**src/rtl/cordic_pkg.sv**
```systemverilog
// Shared definitions for the CORDIC sequencer: FSM states, mode encodings
// and the default iteration geometry.
package cordic_pkg;

   localparam int N_ITER_DEF          = 16;
   localparam int WIDTH_SHIFT_BIT_DEF = 4;

   // Operation modes as sampled on the request interface
   localparam logic MODE_VEC = 1'b0;
   localparam logic MODE_ROT = 1'b1;

   typedef enum logic [1:0] {
      ST_IDLE = 2'd0,
      ST_LOAD = 2'd1,
      ST_ITER = 2'd2,
      ST_DONE = 2'd3
   } seq_state_t;

endpackage

```
**src/rtl/cordic_sequencer_if.sv**
```systemverilog
// Request/result interface between a controller (master) and the CORDIC
// sequencer (slave): operation request, replay vector and status/result.
interface cordic_sequencer_if
   import cordic_pkg::*;
#(
   parameter int N_ITER = N_ITER_DEF
) ();

   logic            start;
   logic            mode;
   logic            x_msb;
   logic [N_ITER:0] sigma_in;
   logic            busy;
   logic            done;
   logic [N_ITER:0] sigma_out;
   logic            sigma_valid;

   modport master (
      output start, mode, x_msb, sigma_in,
      input  busy, done, sigma_out, sigma_valid
   );

   modport slave (
      input  start, mode, x_msb, sigma_in,
      output busy, done, sigma_out, sigma_valid
   );

endinterface

```
**src/rtl/cordic_iter_cnt.sv**
```systemverilog
// Micro-rotation index counter: clear has priority over load, load over
// count enable. 'last' flags the index after which the sweep ends.
module cordic_iter_cnt
   import cordic_pkg::*;
#(
   parameter int N_ITER          = N_ITER_DEF,
   parameter int WIDTH_SHIFT_BIT = WIDTH_SHIFT_BIT_DEF
) (
   input  logic                       clk,
   input  logic                       rst_n,
   input  logic                       clr,
   input  logic                       load,
   input  logic [WIDTH_SHIFT_BIT-1:0] load_val,
   input  logic                       en,
   output logic [WIDTH_SHIFT_BIT-1:0] cnt,
   output logic                       last
);

   localparam logic [WIDTH_SHIFT_BIT-1:0] LAST_VAL = WIDTH_SHIFT_BIT'(N_ITER - 2);
   localparam logic [WIDTH_SHIFT_BIT-1:0] ONE      = WIDTH_SHIFT_BIT'(1);

   // Index register; doubles as the shift amount seen by the process stage
   always_ff @(posedge clk or negedge rst_n) begin
      if (!rst_n) begin
         cnt <= '0;
      end else if (clr) begin
         cnt <= '0;
      end else if (load) begin
         cnt <= load_val;
      end else if (en) begin
         cnt <= cnt + ONE;
      end
   end

   assign last = (cnt == LAST_VAL);

endmodule

```
**src/rtl/cordic_sequencer.sv**
```systemverilog
// Control sequencer for one CORDIC process stage. Vectoring mode steers each
// micro-rotation from the stage's y sign and records the directions; rotation
// mode replays a direction vector captured from a vectoring partner.
module cordic_sequencer
   import cordic_pkg::*;
#(
   parameter int N_ITER          = N_ITER_DEF,
   parameter int WIDTH_SHIFT_BIT = WIDTH_SHIFT_BIT_DEF
) (
   input  logic                       clk,
   input  logic                       rst_n,
   cordic_sequencer_if.slave          req,
   input  logic                       sign_out,
   output logic                       sign_rotation,
   output logic [WIDTH_SHIFT_BIT-1:0] shift_bit,
   output logic                       sign_in,
   output logic                       sel,
   output logic                       ce
);

   // Index width large enough to address every bit of the sigma vector
   localparam int IDX_W = $clog2(N_ITER + 1);

   seq_state_t                 state;
   logic                       mode_r;
   logic                       sign_rot_r;
   logic [N_ITER:0]            sigma_lat;
   logic [N_ITER:0]            sigma_out_r;
   logic                       sigma_valid_r;
   logic                       ce_r;
   logic                       sel_r;
   logic                       busy_r;
   logic                       done_r;

   logic [WIDTH_SHIFT_BIT-1:0] it;
   logic                       it_last;
   logic [IDX_W-1:0]           idx;
   logic                       in_sweep;
   logic                       dir_bit;

   cordic_iter_cnt #(
      .N_ITER          (N_ITER),
      .WIDTH_SHIFT_BIT (WIDTH_SHIFT_BIT)
   ) u_iter_cnt (
      .clk      (clk),
      .rst_n    (rst_n),
      .clr      (state == ST_DONE),
      .load     (state == ST_LOAD),
      .load_val ('0),
      .en       (state == ST_ITER),
      .cnt      (it),
      .last     (it_last)
   );

   assign idx      = IDX_W'(it);
   assign in_sweep = (state == ST_ITER) || (state == ST_DONE);

   // Direction of the current micro-rotation: live y sign while vectoring,
   // replayed bit while rotating. Vectoring keeps this one gate from sign_out.
   assign dir_bit  = (mode_r == MODE_ROT) ? sigma_lat[idx] : sign_out;

   // Replay vector is pure data; it is only consulted after a rotation start
   always_ff @(posedge clk) begin
      if (state == ST_IDLE && req.start && req.mode == MODE_ROT) begin
         sigma_lat <= req.sigma_in;
      end
   end

   // Sequencer FSM with registered control outputs and sigma recording
   always_ff @(posedge clk or negedge rst_n) begin
      if (!rst_n) begin
         state         <= ST_IDLE;
         mode_r        <= MODE_VEC;
         sign_rot_r    <= 1'b0;
         sigma_out_r   <= '0;
         sigma_valid_r <= 1'b0;
         ce_r          <= 1'b0;
         sel_r         <= 1'b0;
         busy_r        <= 1'b0;
         done_r        <= 1'b0;
      end else begin
         done_r <= 1'b0;
         case (state)
            ST_IDLE: begin
               if (req.start) begin
                  state         <= ST_LOAD;
                  mode_r        <= req.mode;
                  sign_rot_r    <= (req.mode == MODE_ROT) ? req.sigma_in[N_ITER] : req.x_msb;
                  sigma_valid_r <= 1'b0;
                  ce_r          <= 1'b1;
                  sel_r         <= 1'b0;
                  busy_r        <= 1'b1;
               end
            end
            ST_LOAD: begin
               // The 90 degree pre-rotation is applied while loading
               sigma_out_r[N_ITER] <= sign_rot_r;
               state               <= ST_ITER;
               sel_r               <= 1'b1;
            end
            ST_ITER: begin
               sigma_out_r[idx] <= dir_bit;
               if (it_last) begin
                  state  <= ST_DONE;
                  ce_r   <= 1'b0;
                  done_r <= 1'b1;
               end
            end
            ST_DONE: begin
               // Final micro-rotation result lands in the stage this cycle
               sigma_out_r[idx] <= dir_bit;
               state            <= ST_IDLE;
               sel_r            <= 1'b0;
               busy_r           <= 1'b0;
               sigma_valid_r    <= 1'b1;
            end
            default: begin
               state <= ST_IDLE;
            end
         endcase
      end
   end

   assign sign_in         = in_sweep & dir_bit;
   assign sign_rotation   = sign_rot_r;
   assign shift_bit       = it;
   assign sel             = sel_r;
   assign ce              = ce_r;
   assign req.busy        = busy_r;
   assign req.done        = done_r;
   assign req.sigma_out   = sigma_out_r;
   assign req.sigma_valid = sigma_valid_r;

endmodule

```
**src/flat_wrapper.sv**
```systemverilog
// flat-port wrapper written by rule: the top's interface ports become plain ports
module cordic_sequencer_flat import cordic_pkg::*;
#(
   parameter int N_ITER          = N_ITER_DEF,
   parameter int WIDTH_SHIFT_BIT = WIDTH_SHIFT_BIT_DEF
)
  (clk, rst_n, sign_out, sign_rotation, shift_bit, sign_in, sel, ce, req_start, req_mode, req_x_msb, req_sigma_in, req_busy, req_done, req_sigma_out, req_sigma_valid);
  cordic_sequencer_if #(.N_ITER(N_ITER)) req_i ();
  input  logic clk;
  input  logic rst_n;
  input  logic sign_out;
  output logic sign_rotation;
  output logic [WIDTH_SHIFT_BIT-1:0] shift_bit;
  output logic sign_in;
  output logic sel;
  output logic ce;
  input wire logic [$bits(req_i.start)-1:0] req_start;
  input wire logic [$bits(req_i.mode)-1:0] req_mode;
  input wire logic [$bits(req_i.x_msb)-1:0] req_x_msb;
  input wire logic [$bits(req_i.sigma_in)-1:0] req_sigma_in;
  output wire logic [$bits(req_i.busy)-1:0] req_busy;
  output wire logic [$bits(req_i.done)-1:0] req_done;
  output wire logic [$bits(req_i.sigma_out)-1:0] req_sigma_out;
  output wire logic [$bits(req_i.sigma_valid)-1:0] req_sigma_valid;
  assign req_i.start = req_start;
  assign req_i.mode = req_mode;
  assign req_i.x_msb = req_x_msb;
  assign req_i.sigma_in = req_sigma_in;
  assign req_busy = req_i.busy;
  assign req_done = req_i.done;
  assign req_sigma_out = req_i.sigma_out;
  assign req_sigma_valid = req_i.sigma_valid;
  cordic_sequencer #(.N_ITER(N_ITER), .WIDTH_SHIFT_BIT(WIDTH_SHIFT_BIT)) u_core (.clk(clk), .rst_n(rst_n), .req(req_i), .sign_out(sign_out), .sign_rotation(sign_rotation), .shift_bit(shift_bit), .sign_in(sign_in), .sel(sel), .ce(ce));
endmodule
```
**config.mk**
```make
export PLATFORM = sky130hd
export DESIGN_NAME = cordic_sequencer_flat
export DESIGN_NICKNAME = d
export VERILOG_FILES = /design/src/rtl/cordic_pkg.sv /design/src/rtl/cordic_sequencer_if.sv /design/src/rtl/cordic_iter_cnt.sv /design/src/rtl/cordic_sequencer.sv /design/src/flat_wrapper.sv
export SDC_FILE = /design/constraint.sdc
export NUM_CORES = 1
export LEC_CHECK = 0
export CAP_MARGIN = 20
export CORE_MARGIN = 2
export CORE_UTILIZATION = 49
export DETAILED_ROUTE_END_ITERATION = 8
export PLACE_DENSITY = 0.78
export REMOVE_ABC_BUFFERS = 1
export SYNTH_ARGS = -nofsm -noshare
export SYNTH_HDL_FRONTEND = slang
export SYNTH_SLANG_ARGS = --single-unit
```
**constraint.sdc**
```tcl
create_clock -name clk -period 3.6 [get_ports clk]
set_input_delay 0.72 -clock clk [delete_from_list [all_inputs] [get_ports clk]]
set_output_delay 0.72 -clock clk [all_outputs]
set_load 0.01 [all_outputs]
```
## After elaboration in Yosys (flattened, before gate mapping)

Cells that the tools add are included.

| cells by class | value |
|---|---|
| bitwise logic cells | 1 |
| equal/unequal tests | 6 |
| $lt $le $gt $ge | 2 |
| add/sub/neg operators | 1 |
| reductions and logical operators | 16 |
| mux-type cells | 23 |

Operators by type and width:

| operator | count |
|---|---|
| 17-bit bitwise mux | 1 |
| 4-bit 2-to-1 mux | 3 |
| 1-bit 2-to-1 mux | 9 |
| 1-bit one-hot mux with 2 select lines | 4 |
| 2-bit one-hot mux with 4 select lines | 1 |
| 2-bit AND reduction | 4 |
| 4-bit by 6-bit less-than comparator with 1-bit output, second input constant | 1 |
| 2-bit nonzero test | 3 |
| 3-bit nonzero test | 2 |
| 4-bit by 1-bit adder with 4-bit output, second input constant | 1 |
| 1-bit binary-select mux with 4-bit select | 1 |
| 1-bit demux with 4-bit select | 1 |
| 2-bit equality test, second input constant | 2 |
| 4-bit equality test, second input constant | 1 |
| 4-bit by 1-bit >= comparator with 1-bit output, second input constant | 1 |
| 2-bit 2-to-1 mux | 2 |
| 1-bit logical AND | 3 |
| 1-bit one-hot mux with 3 select lines | 1 |
| 3-bit AND reduction | 1 |
| 2-bit by 1-bit equality test with 1-bit output, second input constant | 1 |
| 2-bit logical NOT | 1 |
| 2-bit by 1-bit inequality test with 1-bit output, second input constant | 1 |
| 2-bit inequality test, second input constant | 1 |
| 2-bit OR reduction | 1 |
| 2 further kinds | 2 |

| word-level totals | value |
|---|---|
| flip-flop bits (word level) | 46 |
| word-level logic and storage cells | 61 |
| input bits | 23 |
| output and inout port bits | 28 |

## Longest topological paths before layout

| logic depth | value |
|---|---|
| word-level depth | 6 |
| depth in mapped cells | 7 |
| depth with buffers taken out | 6 |

## Cells and area by module

Synthesis repeated with hierarchy kept, for this count alone.

| unflattened totals | value |
|---|---|
| cell total of the unflattened synthesis | 165 |
| area, all modules | 2,132.0 um2 |

Modules (own cells, without submodules):

| module | cells an instance | sequential area each (um2) | times used | area each (um2) |
|---|---|---|---|---|
| cordic_sequencer | 138 | 1,131.1 | 1 | 1,875.5 |
| cordic_iter_cnt | 27 | 100.1 | 1 | 256.5 |

## Least setup slack after synthesis

Ideal clock, no wire load.

| path | value |
|---|---|
| path type | flip-flop to output port |
| from | register u_core.u_iter_cnt.cnt[0] |
| to | output port sign_in |
| data arrival time | 1.544 ns |
| cell stages (with the launch flop) | 6 |
| required time | 2.880 ns |
| buffers on the path | 1 |
| setup slack | 1.336 ns |
| cell sequence | dfrtp_1 > buf_6 > mux4_2 > a2bb2oi_1 > nand3_2 > a21oi_1 |

| between the ends | value |
|---|---|
| longest elaborated chain between the ends | 4 |

Ends and longest elaborated chain:

| item | line | RTL |
|---|---|---|
| start, declared | cordic_iter_cnt.sv:15 | `output logic [WIDTH_SHIFT_BIT-1:0] cnt,` |
| start signal, assigned | cordic_iter_cnt.sv:29 | `cnt <= load_val;` |
| start signal, assigned | cordic_iter_cnt.sv:31 | `cnt <= cnt + ONE;` |
| 1-bit binary-select mux with 4-bit select | cordic_sequencer.sv:60 | `assign dir_bit = (mode_r == MODE_ROT) ? sigma_lat[idx] : sign_out;` |
| 1-bit 2-to-1 mux (implied by the code) | cordic_sequencer.sv:60 |  |
| 1-bit 2-to-1 mux | cordic_sequencer.sv:60 |  |
| 1-bit AND | cordic_sequencer.sv:124 | `assign sign_in = in_sweep & dir_bit;` |
| end, declared | flat_wrapper.sv:14 | `output logic sign_in;` |

Every way passes these cells. The select of a mux whose other input is x is not followed.

## Final worst setup path

Ends and elaborated chain as after synthesis.

==> flow_summary_export.csv <==
group,metric,value,unit
cells_and_area,diodes,0,
hold_path,hold_class,"flip-flop to flip-flop",
drt,via_per_inst,5.37,
grt,grt-ovfl-total,0,
cts,clk_latency,300,ps
cells_and_area,layout-drive-gt1-share,9.05,%
sta,tightest_slew,758,ps
setup_path,r2r_start,"u_core.state[0]",
cells_and_area,nFillCells,361,
floorplanning,dieArea,5080,sq um
drt,vias,1584,
floorplanning,die_width,71.3,microns
power_and_ir_drop,pwr-share-seq,39.5,%
sta,max_freq,323,MHz
cts,h-tree-depth,2,
power_and_ir_drop,p_sw,721,uW
drt,wl,4.24,mm
logic_synthesis,synth_cell_type_count,36,
logic_synthesis,synth-main-ff-cell,"dfrtp_1",
power_and_ir_drop,switching_share,35.8,%
sta,fin_crit_sh,86.0,%
cts,cts_buffer_depth,2,
setup_path,regToRegEndpoint,"u_core.req.sigma_out[3]",
setup_path,end_kind,"output port",
place,place_hpwl,3.17,mm
grt,grt_start_max_net_pins,31,
power_and_ir_drop,clkPwrFrac,15.8,%
sta,fin_crit,3100,ps
sta,slew_violations,0,
logic_synthesis,yosysWarnings,0,
logic_synthesis,yosys_register_bits,46,
job,max_cap_violations,0,
drt,dr.first_iter.drc_count,86,
cts,cts_tree,"built",
setup_path,cp.arrival,2380,ps
logic_synthesis,synth-seq-area-share,55.5,%
drt,dr.pass1.iters,4,
setup_path,r2r_cells,5,
cts,cts_resized,0,
setup_path,reg2reg_slack,1510,ps
cts,postCtsSetupBuffers,0,
floorplanning,core,4350,sq um
sta,setup_viol,0,
sta,rsz0062_at_grt,"no",
logic_synthesis,async_reset_ff_share,65.2,%
cts,cts-root-buf,"clkbuf_8",
power_and_ir_drop,p_per_area,708,nW/um^2
cts,cts-hold-fix-buffers,0,
sta,hold_violations,0,
grt,grt_antenna_before_repair,0,
floorplanning,num_io_pins,51,
sta,fin_setup_tns,0,ps
floorplanning,rows,24,
grt,grtUsageTotal,18.8,%
hold_path,hold_end,"u_core.req.sigma_out[2]",
cts,clock_sinks,46,
cts,cts.clk_slew.worst_paths,70,ps
place,port-buffer-count,50,
cts,numCtsBuffers,5,
setup_path,crit_required,2880,ps
power_and_ir_drop,power.leakage,0.00114,uW
logic_synthesis,syn_area,2220,sq um
power_and_ir_drop,internal-power,1290,uW
sta,slew_headroom,48.9,%
drt,route.detailed.drc,0,
status,status,"finished, final reports clean",
floorplanning,die_y,71.3,microns
setup_path,path_max_fanout,9,
sta,hold_ws,515,ps
logic_synthesis,avgSynthCellArea,11.6,sq um
cells_and_area,area_growth,28.2,%
sta,timing.clock.skew,10.0,ps
grt,grt_pass1_vias,1575,
power_and_ir_drop,ir_drop,0.360,mV
place,place_congestion,0.883,
floorplanning,initial_core_util,51.0,%
grt,grt_pass1_wl,7.28,mm
drt,ant_nets,0,
setup_path,worst-setup-path-type,"flip-flop to output port",
cells_and_area,nets,274,
hold_path,worstHoldPathCells,1,
hold_path,worstHoldStart,"u_core.req.sigma_out[2]",
logic_synthesis,netlist_instances,192,
drt,avgRoutedWirePerCell,14.4,microns
setup_path,startpoint_type,"flip-flop",
logic_synthesis,synth-edff-count,16,
power_and_ir_drop,combPwrFrac,44.7,%
[placed cells by master (no fill, tap or decap)]
cell type,count
or2_1,1
nand2b_1,2
o41a_4,1
a2bb2oi_1,1
buf_4,2
clkinv_2,1
inv_1,8
edfxtp_1,16
mux2_2,1
ha_1,9
clkdlybuf4s50_1,50
o32ai_1,1
nand4_1,1
mux4_2,1
and3_1,1
nor3_1,13
o21bai_1,1
mux2_4,8
nand2_1,7
mux2i_1,15
nor4_1,1
a21oi_1,12
o21ai_1,1
dfrtp_1,30
a311oi_1,1
nand3_2,1
nand3b_1,1
nor2b_1,2
nand3_1,3
o21ai_0,17
clkbuf_1,1
o22a_1,1
nor2_1,23
a21o_1,2
clkbuf_8,6
or2_2,1
[worst max-delay path, cell delays in order (launching register included)]
cell and delay [ps]:
dfrtp_1 500, mux4_2 390, a2bb2oi_1 180, nand3_2 230, a21oi_1 230, clkdlybuf4s50_1 560
[cell usage after synthesis (2+ instances only)]
master | count | area, sq um
buf_1 | 2 | 7.51
nor2b_1 | 2 | 12.5
nand2b_1 | 2 | 12.5
ha_1 | 9 | 113
mux2i_1 | 15 | 150
o21ai_0 | 17 | 85.1
mux2_4 | 8 | 120
a21o_1 | 2 | 15.0
edfxtp_1 | 16 | 480
nand2_1 | 7 | 26.3
nand3_1 | 3 | 15.0
inv_1 | 8 | 30.0
nor2_1 | 23 | 86.3
dfrtp_1 | 30 | 751
a21oi_1 | 12 | 60.1
clkbuf_1 | 4 | 15.0
nor3_1 | 13 | 65.1
[sequential cells by signal, indices dropped and copies added (netlist names)]
| name | cells |
|---|---|
| u_core.req.done | 1 |
| u_core.u_iter_cnt.cnt | 4 |
| u_core.req.sigma_out | 17 |
| u_core.req.busy | 1 |
| u_core.sel | 1 |
| u_core.req.sigma_valid | 1 |
| u_core.state | 2 |
| u_core.mode_r | 1 |
| u_core.ce | 1 |
| u_core.sigma_lat | 16 |
| u_core.sign_rotation | 1 |
[per-stage QoR]
| stage | power (uW) | util, % | worst slack (ps) | cells | cell area, sq um |
|---|---|---|---|---|---|
| final | 2010 | 65.3 | 503 | 295 | 2850 |
| after global routing | 2160 | 65.3 | 378 | 295 | 2850 |
| after CTS | 2030 | 65.3 | 501 | 295 | 2850 |
| after detailed placement | 1710 | 63.2 | 652 | 287 | 2750 |
| after global placement | 1690 | 63.2 | 677 | 287 | 2750 |
| after floorplan | 1330 | - | 1260 | 183 | 2170 |
[how the worst max path moves through the flow]
stage	start	slack (ps)	end	cells after the start
detailed placement	sign_out	650	sign_in	5
floorplan	u_core.u_iter_cnt.cnt[0]	1260	sign_in	4
global placement	sign_out	680	sign_in	5
CTS	u_core.u_iter_cnt.cnt[0]	500	sign_in	5
finish	u_core.u_iter_cnt.cnt[0]	500	sign_in	5
global route	u_core.u_iter_cnt.cnt[0]	380	sign_in	5
[final cells by class]
class | count | area (sq um) | share of cell area, %
flip-flops and latches | 46 | 1230 | 43.3
inverters | 8 | 30.0 | 1.06
clock buffers | 7 | 86.3 | 3.03
multi-input cells | 129 | 912 | 32.1
well taps | 52 | 65.1 | 2.29
clock inverters | 1 | 5.00 | 0.176
repair buffers | 52 | 515 | 18.1
[logic make-up (layout without fill, tap and decap cells)]
logic type	count (synthesis)	count (layout)	synth area share, %
DFF	46	46	55.5
and+or+nand+nor	57	57	12.0
buffers and inverters	17	68	3.44
adders and majority gates	9	9	5.07
AOI/OAI and AO/OA	38	38	10.3
muxes	25	25	13.7
[metal layers]
| layer | wire length [microns] | global-route usage [%] | vias up |
|---|---|---|---|
| met2 | 2110 | 31.3 | 41 |
| met1 | 1840 | 23.6 | 761 |
| met4 | 65 | 7.55 | 0 |
| met5 | 0 | 0 | - |
| met3 | 223 | 4.64 | 4 |
| li1 | - | - | 778 |
[power groups by stage]
stage / clock (uW) / sequential [uW] / combinational, uW
finish: 317 / 796 / 900
global route: 347 / 818 / 999
CTS: 326 / 799 / 906
detailed placement: 0 / 808 / 905
global placement: 0 / 803 / 887
floorplan: 0 / 838 / 494
(Power assumes the default switching activity.)
